## config.mk

```make
export PLATFORM = sky130hd
export DESIGN_NAME = aes_decrypt_controller
export DESIGN_NICKNAME = d
export VERILOG_FILES = /design/src/rtl/aes_decrypt_controller.sv
export SDC_FILE = /design/constraint.sdc
export NUM_CORES = 1
export LEC_CHECK = 0
export CORE_MARGIN = 3
export CORE_UTILIZATION = 55
export CTS_BUF_LIST = sky130_fd_sc_hd__clkbuf_16
export DETAILED_ROUTE_END_ITERATION = 16
export PLACE_DENSITY = 0.78
export SETUP_SLACK_MARGIN = 0.3
export SYNTH_ARGS = -nofsm -noshare
export SYNTH_HDL_FRONTEND = slang
export SYNTH_SLANG_ARGS = --single-unit
```

## constraint.sdc

```tcl
create_clock -name CLK -period 1.9 [get_ports CLK]
set_clock_uncertainty 0.05 [all_clocks]
set_input_delay 0.38 -clock CLK [delete_from_list [all_inputs] [get_ports CLK]]
set_output_delay 0.38 -clock CLK [all_outputs]
set_load 0.02 [all_outputs]
```

## src/rtl/aes_decrypt_controller.sv

```systemverilog
// Sequencing FSM for the AES-128 inverse cipher: drives load, write-enable,
// op/column selects and round-key index into the existing datapath.
module aes_decrypt_controller #(
  parameter int KEYEXP_CYCLES = 12
) (
  input  logic       CLK,
  input  logic       RESET_N,
  input  logic       AES_START,
  output logic       AES_DONE,
  output logic       BUSY,
  output logic       LOAD_MSG,
  output logic       STATE_WE,
  output logic [1:0] OP_SEL,
  output logic [3:0] ROUND_IDX,
  output logic [1:0] COL_SEL
);

  typedef enum logic [3:0] {
    IDLE, KEYEXP, INIT_ARK, ISR, ISB, ARK, IMC, F_ISR, F_ISB, F_ARK, DONE
  } state_t;

  localparam logic [1:0] OP_ARK = 2'b00;
  localparam logic [1:0] OP_ISR = 2'b01;
  localparam logic [1:0] OP_ISB = 2'b10;
  localparam logic [1:0] OP_IMC = 2'b11;
  localparam logic [7:0] KEYEXP_LAST = 8'(KEYEXP_CYCLES - 1);

  state_t     state, state_nxt;
  logic [7:0] key_cnt, key_cnt_nxt;
  logic [3:0] round_cnt, round_cnt_nxt;
  logic [1:0] col_cnt, col_cnt_nxt;
  logic       busy;
  logic       write_raw;

  always_ff @(posedge CLK or negedge RESET_N) begin
    if (!RESET_N) begin
      state     <= IDLE;
      key_cnt   <= '0;
      round_cnt <= '0;
      col_cnt   <= '0;
    end else begin
      state     <= state_nxt;
      key_cnt   <= key_cnt_nxt;
      round_cnt <= round_cnt_nxt;
      col_cnt   <= col_cnt_nxt;
    end
  end

  assign busy = (state != IDLE) && (state != DONE);

  always_comb begin
    state_nxt     = state;
    key_cnt_nxt   = key_cnt;
    round_cnt_nxt = round_cnt;
    col_cnt_nxt   = col_cnt;
    case (state)
      IDLE: begin
        if (AES_START) begin
          state_nxt   = KEYEXP;
          key_cnt_nxt = '0;
        end
      end
      KEYEXP: begin
        if (key_cnt == KEYEXP_LAST) begin
          state_nxt   = INIT_ARK;
          key_cnt_nxt = '0;
        end else begin
          key_cnt_nxt = key_cnt + 8'd1;
        end
      end
      INIT_ARK: begin
        round_cnt_nxt = 4'd9;
        state_nxt     = ISR;
      end
      ISR: state_nxt = ISB;
      ISB: state_nxt = ARK;
      ARK: begin
        col_cnt_nxt = '0;
        state_nxt   = IMC;
      end
      IMC: begin
        col_cnt_nxt = col_cnt + 2'd1;
        // Last column closes the round; round 1 hands over to the final round.
        if (col_cnt == 2'd3) begin
          round_cnt_nxt = round_cnt - 4'd1;
          state_nxt     = (round_cnt > 4'd1) ? ISR : F_ISR;
        end
      end
      F_ISR: state_nxt = F_ISB;
      F_ISB: state_nxt = F_ARK;
      F_ARK: state_nxt = DONE;
      DONE: begin
        if (!AES_START) begin
          state_nxt     = IDLE;
          round_cnt_nxt = '0;
          col_cnt_nxt   = '0;
        end
      end
      default: state_nxt = IDLE;
    endcase
    if (busy && !AES_START) begin
      state_nxt     = IDLE;
      key_cnt_nxt   = '0;
      round_cnt_nxt = '0;
      col_cnt_nxt   = '0;
    end
  end

  always_comb begin
    write_raw = 1'b0;
    OP_SEL    = OP_ARK;
    ROUND_IDX = '0;
    COL_SEL   = '0;
    case (state)
      INIT_ARK: begin write_raw = 1'b1; OP_SEL = OP_ARK; ROUND_IDX = 4'd10;     end
      ISR:      begin write_raw = 1'b1; OP_SEL = OP_ISR;                        end
      ISB:      begin write_raw = 1'b1; OP_SEL = OP_ISB;                        end
      ARK:      begin write_raw = 1'b1; OP_SEL = OP_ARK; ROUND_IDX = round_cnt; end
      IMC:      begin write_raw = 1'b1; OP_SEL = OP_IMC; COL_SEL = col_cnt;     end
      F_ISR:    begin write_raw = 1'b1; OP_SEL = OP_ISR;                        end
      F_ISB:    begin write_raw = 1'b1; OP_SEL = OP_ISB;                        end
      F_ARK:    begin write_raw = 1'b1; OP_SEL = OP_ARK;                        end
      default:  ;
    endcase
  end

  // Start gating keeps an abort cycle from touching the state register.
  assign STATE_WE = write_raw & AES_START;
  assign LOAD_MSG = (state == KEYEXP) && (key_cnt == 8'd0) && AES_START;
  assign BUSY     = busy;
  assign AES_DONE = (state == DONE);

endmodule
```

; Yosys cells after proc, flatten, opt, wreduce, memory -nomap -nowiden
; Index checks and enable logic that the tools add are counted.
[op_classes]
mux = 21
bitwise = 1
reduce_logical = 18
magnitude_cmp = 1
addsub = 3
eq_ne = 17
[op_table]
columns = cell, n
row1 = $pmux 4 s11, 1
row2 = $mux 4, 7
row3 = $mux 8, 3
row4 = $eq 4x3->1 const B, 4
row5 = $pmux 8 s2, 1
row6 = $eq 4x4->1 const B, 3
row7 = $pmux 2 s3, 2
row8 = $pmux 4 s3, 1
row9 = $reduce_bool 4->1, 3
row10 = $ne 3x3->1 const B, 3
row11 = $add 8x1->8 const B, 1
row12 = $eq 4x2->1 const B, 2
row13 = $eq 8x4->1 const B, 1
row14 = $logic_not 8->1, 1
row15 = $pmux 4 s2, 1
row16 = $reduce_or 8->1, 1
row17 = $mux 2, 3
row18 = $eq 4x1->1 const B, 1
row19 = $gt 4x1->1 const B, 1
row20 = $logic_and 1x1->1, 4
row21 = $logic_not 4->1, 1
row22 = $ne 4x4->1 const B, 1
row23 = $reduce_and 2->1, 2
row24 = $reduce_and 4->1, 1
row25 = other kinds (11), 12
[word_totals]
out_inout_bits = 12
reg_bits = 18
in_bits = 3
elab_cells = 65

; Depth between registers and ports, before layout
; Gate-level depths: netlist of run 1.
[logic_depth]
word_depth = 5
mapped_depth = 6

; Worst setup path after synthesis of run 1
; OpenSTA, ideal clock, no wires.
[synth_timing]
path_type = reg-to-output
startpoint = register state[2]
endpoint = output STATE_WE
stages_incl_launch_ff = 5
setup_slack_ns = 0.228
arrival_time_ns = 1.242
path_cell_list = dfrtp_1 buf_2 nor2_1 or2_0 a21oi_1
[synth_between]
elab_chain_cells = 4
[synth_lines]
columns = element, line_no
row1 = "start, declared", 28  ; state_t state, state_nxt;
row2 = "start signal, assigned", 42  ; state <= state_nxt;
row3 = $eq 4x3->1 (tied with other cells), 114  ; case (state)
row4 = $reduce_or 8->1 (no source line) *, --
row5 = $mux 1 *, 114
row6 = $and 1x1->1 *, 128  ; assign STATE_WE = write_raw & AES_START;
row7 = "end, declared", 12  ; output logic STATE_WE,
; Mark *: on every way between the ends. The rest lies on a longest branch, timed or not.

; Worst setup path after layout of run 1
[layout_timing]
startpoint = register state[2]
endpoint = output ROUND_IDX[3]
[layout_between]
elab_chain_cells = 2
[layout_lines]
columns = element, line_no
row1 = $eq 4x3->1 / $eq 4x2->1 (equally long branches), 114
row2 = $pmux 4 s2 *, 114
row3 = "end, declared", 14  ; output logic [3:0] ROUND_IDX,
; Marked as above.

==> results.tsv, run 1 <==
metric	value	unit
grt_pass1_vias	1526	
crit_family	flip-flops	
ant_nets	0	
cts-buffers-inserted	3	
syn_to_final_growth	60.2	%
slew_viol_final	0	
grt_overflow	0	
grt_max_degree	19	
postSynthAreaPerCell	9.14	um^2
finalCritPeriodShare	106	%
setup_violations	2	
cpPeakStageDelay	0.48	ns
grt_usage	30.4	%
layout_setup_ws	-0.109	ns
worst-path-buf-inv	2	
dp_hpwl	2.55	mm
netlist_instances	146	
switching_share	41.3	%
num_io_pins	15	
wire_per_inst	25.7	um
hold_violations	0	
fin_cells	232	
clk_pin_slew_worst_paths	0.06	ns
syn_nets	154	
combPwrFrac	59.2	%
rsz0062_at_grt	true	
synthDistinctLibCells	51	
cts_tree	yes	
max_freq	0.498	GHz
via_per_inst	7.06	
diodes	0	
crit_type	reg -> out	
synth-edff-count	0	
violations	setup timing	
worstSkewPairLatency	0.26	ns
place_congestion	0.866	
htreeDepth	1	
design.die.area	0.00305	mm^2
arrival	1.58	ns
tns	-0.123	ns
die_height	55.3	um
min_path_type	in -> async	
period_needed	2.01	ns
async_reset_ff_share	100	%
synth_ff_type	dfrtp_1	
final_common_cell	buf_4	
clockBufferDepth	2	
final_cell_mix	37 x buf_4, 20 x buf_6, 16 x dfrtp_1	
die_x	55.3	um
worstMarginPinSlew	0.341	ns
p_int	1.42	mW
nNetsFinal	213	
pwr-share-seq	22.2	%
p_leak	0.962	nW
start_kind	flip-flop	
cp-end-kind	output pin	
irDropWorstVdd	1020	uV
power_switching	1.00	mW
pwr-share-clk	18.6	%
num_rows	17	
initialDrtViolationCount	144	
relSlewSlack	77.0	%
port_buffers	14	
slowest_stage	dfrtp_2	
power_density	1130	mW/mm^2
seq_area_frac_synth	33.7	%
start_util	59.2	%
cap_viol_max_count	0	
wirelength	5.96	mm
core	0.00225	mm^2
drc	0	
synth-seq-cells	18	
critPathLaunch	state[2]	
cts.sinks	18	
yosysWarnings	0	
critical_path_required	1.47	ns
crit_chain	buf_6, nor2_4, nand2_2, a21oi_2, buf_4	
cts-root-buf	clkbuf_16	
final_layout_size_suffix_gt1_share	53.4	%
dp.cells	219	
design_power_total	2.42	mW
status	finished with violations	
antenna_found_initial	0	
drt-pass1-iter-count	6	
reg2reg_from	state[0]	
syn_area	0.00134	mm^2
crit_fanout	6	
num_vias	1638	
grt_pass1_wl	7.39	mm
## path summary, 6_finish.rpt
kind	end	slack, ns	depth (start not counted)
worst min-delay path	key_cnt[4]	0.40	2
worst max-delay path	ROUND_IDX[3]	-0.11	5
worst min register to register	col_cnt[1]	0.51	1
max in group asynchronous	state[2]	1.17	2
min in group CLK	col_cnt[1]	0.51	1
worst max register to register	round_cnt[1]	0.07	6
## layer usage
metal | share of wire (%) | GRT usage, % | wire, um
met1 | 34 | 36.1 | 2030
met2 | 47 | 50.8 | 2810
met3 | 10 | 5.61 | 625
met4 | 8.4 | 17.7 | 498
met5 | 0 | 0 | 0
## Yosys cell counts, types with 2 or more instances
library cell   n  area share (%)
a21o_1         2             1.1
a21oi_1       11             4.1
a221o_1        3             2.2
a22o_1         3             2.0
and2_1         4             1.9
and3_1         3             1.4
and4_1         2             1.3
buf_2          4             1.5
buf_6          2             1.7
dfrtp_1       18              34
ha_1           5             4.7
inv_1          8             2.2
mux2_2         2             1.7
nand2_1        8             2.2
nand2b_1       5             2.3
nand3_1        7             2.6
nor2_1        12             3.4
nor2_2         2            0.94
nor2b_1        2            0.94
nor3_1         5             1.9
nor3_2         2             1.5
nor3b_1        2             1.1
o21ai_0        5             1.9
or3_1          2            0.94
## final cells by class
type                    count  area [um^2]
inverters                   8         30.0
fillers                    61          116
multi-input cells         113         1000
well taps                  28         35.0
flip-flops and latches     18          453
clock inverters             1         3.75
repair buffers             61          542
clock buffers               3         75.1
## repair_timing
action / CTS / global route
hold buffers: 0 / 0
pin swaps: 10 / 14
setup buffers: 5 / 4
hold endpoints to repair: 0 / 0
resized for setup: 95 / 33
setup endpoints to repair: 27 / 29
## power groups by stage
| stage | Sequential [mW] | Clock, mW | Combinational, mW |
|---|---|---|---|
| after floorplan | 0.522 | 0 | 0.555 |
| final | 0.538 | 0.449 | 1.43 |
| after detailed placement | 0.512 | 0 | 1.01 |
| after global routing | 0.540 | 0.457 | 1.49 |
| after CTS | 0.514 | 0.432 | 1.15 |
| after global placement | 0.509 | 0 | 0.974 |
## flip-flops by register name (all words and copies together) (netlist names)
signal,flops
key_cnt,8
round_cnt,4
state,4
col_cnt,2
## kinds of logic (layout without fill, tap and decap cells)
kind of cell	Yosys count	count (layout)	share of synthesized area [%]
AO/OA/AOI/OAI	38	38	22.9
flip-flops	18	18	33.7
buffers and inverters	15	73	6.00
multiplexers	4	4	3.28
adder cells (fa/ha/maj)	5	5	4.69
AND/OR/NAND/NOR	65	65	28.8
XOR/XNOR	1	1	0.656
## stage by stage
step	hold slack, ns	setup WS [ns]	instance area (um^2)	utilization [%]
detailed placement	0.477	-0.298	1750	77.7
global placement	0.450	-0.290	1750	77.7
floorplan	0.0344	0.303	1340	-
finish	0.401	-0.109	2140	94.8
CTS	0.413	0.119	1970	87.4
global route	0.426	-0.151	2140	94.8
No activity file was read; power rests on OpenSTA's default activity.
==> run 2, diff against run 1 <==
--- a/config.mk
+++ b/config.mk
@@ -9,6 +9,7 @@
 export CORE_UTILIZATION = 55
 export CTS_BUF_LIST = sky130_fd_sc_hd__clkbuf_16
 export DETAILED_ROUTE_END_ITERATION = 16
+export HOLD_SLACK_MARGIN = 0.12
 export PLACE_DENSITY = 0.78
 export SETUP_SLACK_MARGIN = 0.3
 export SYNTH_ARGS = -nofsm -noshare
==> results of run 2 <==
No change in the layout: final DEF, timing and power equal those of run 1.
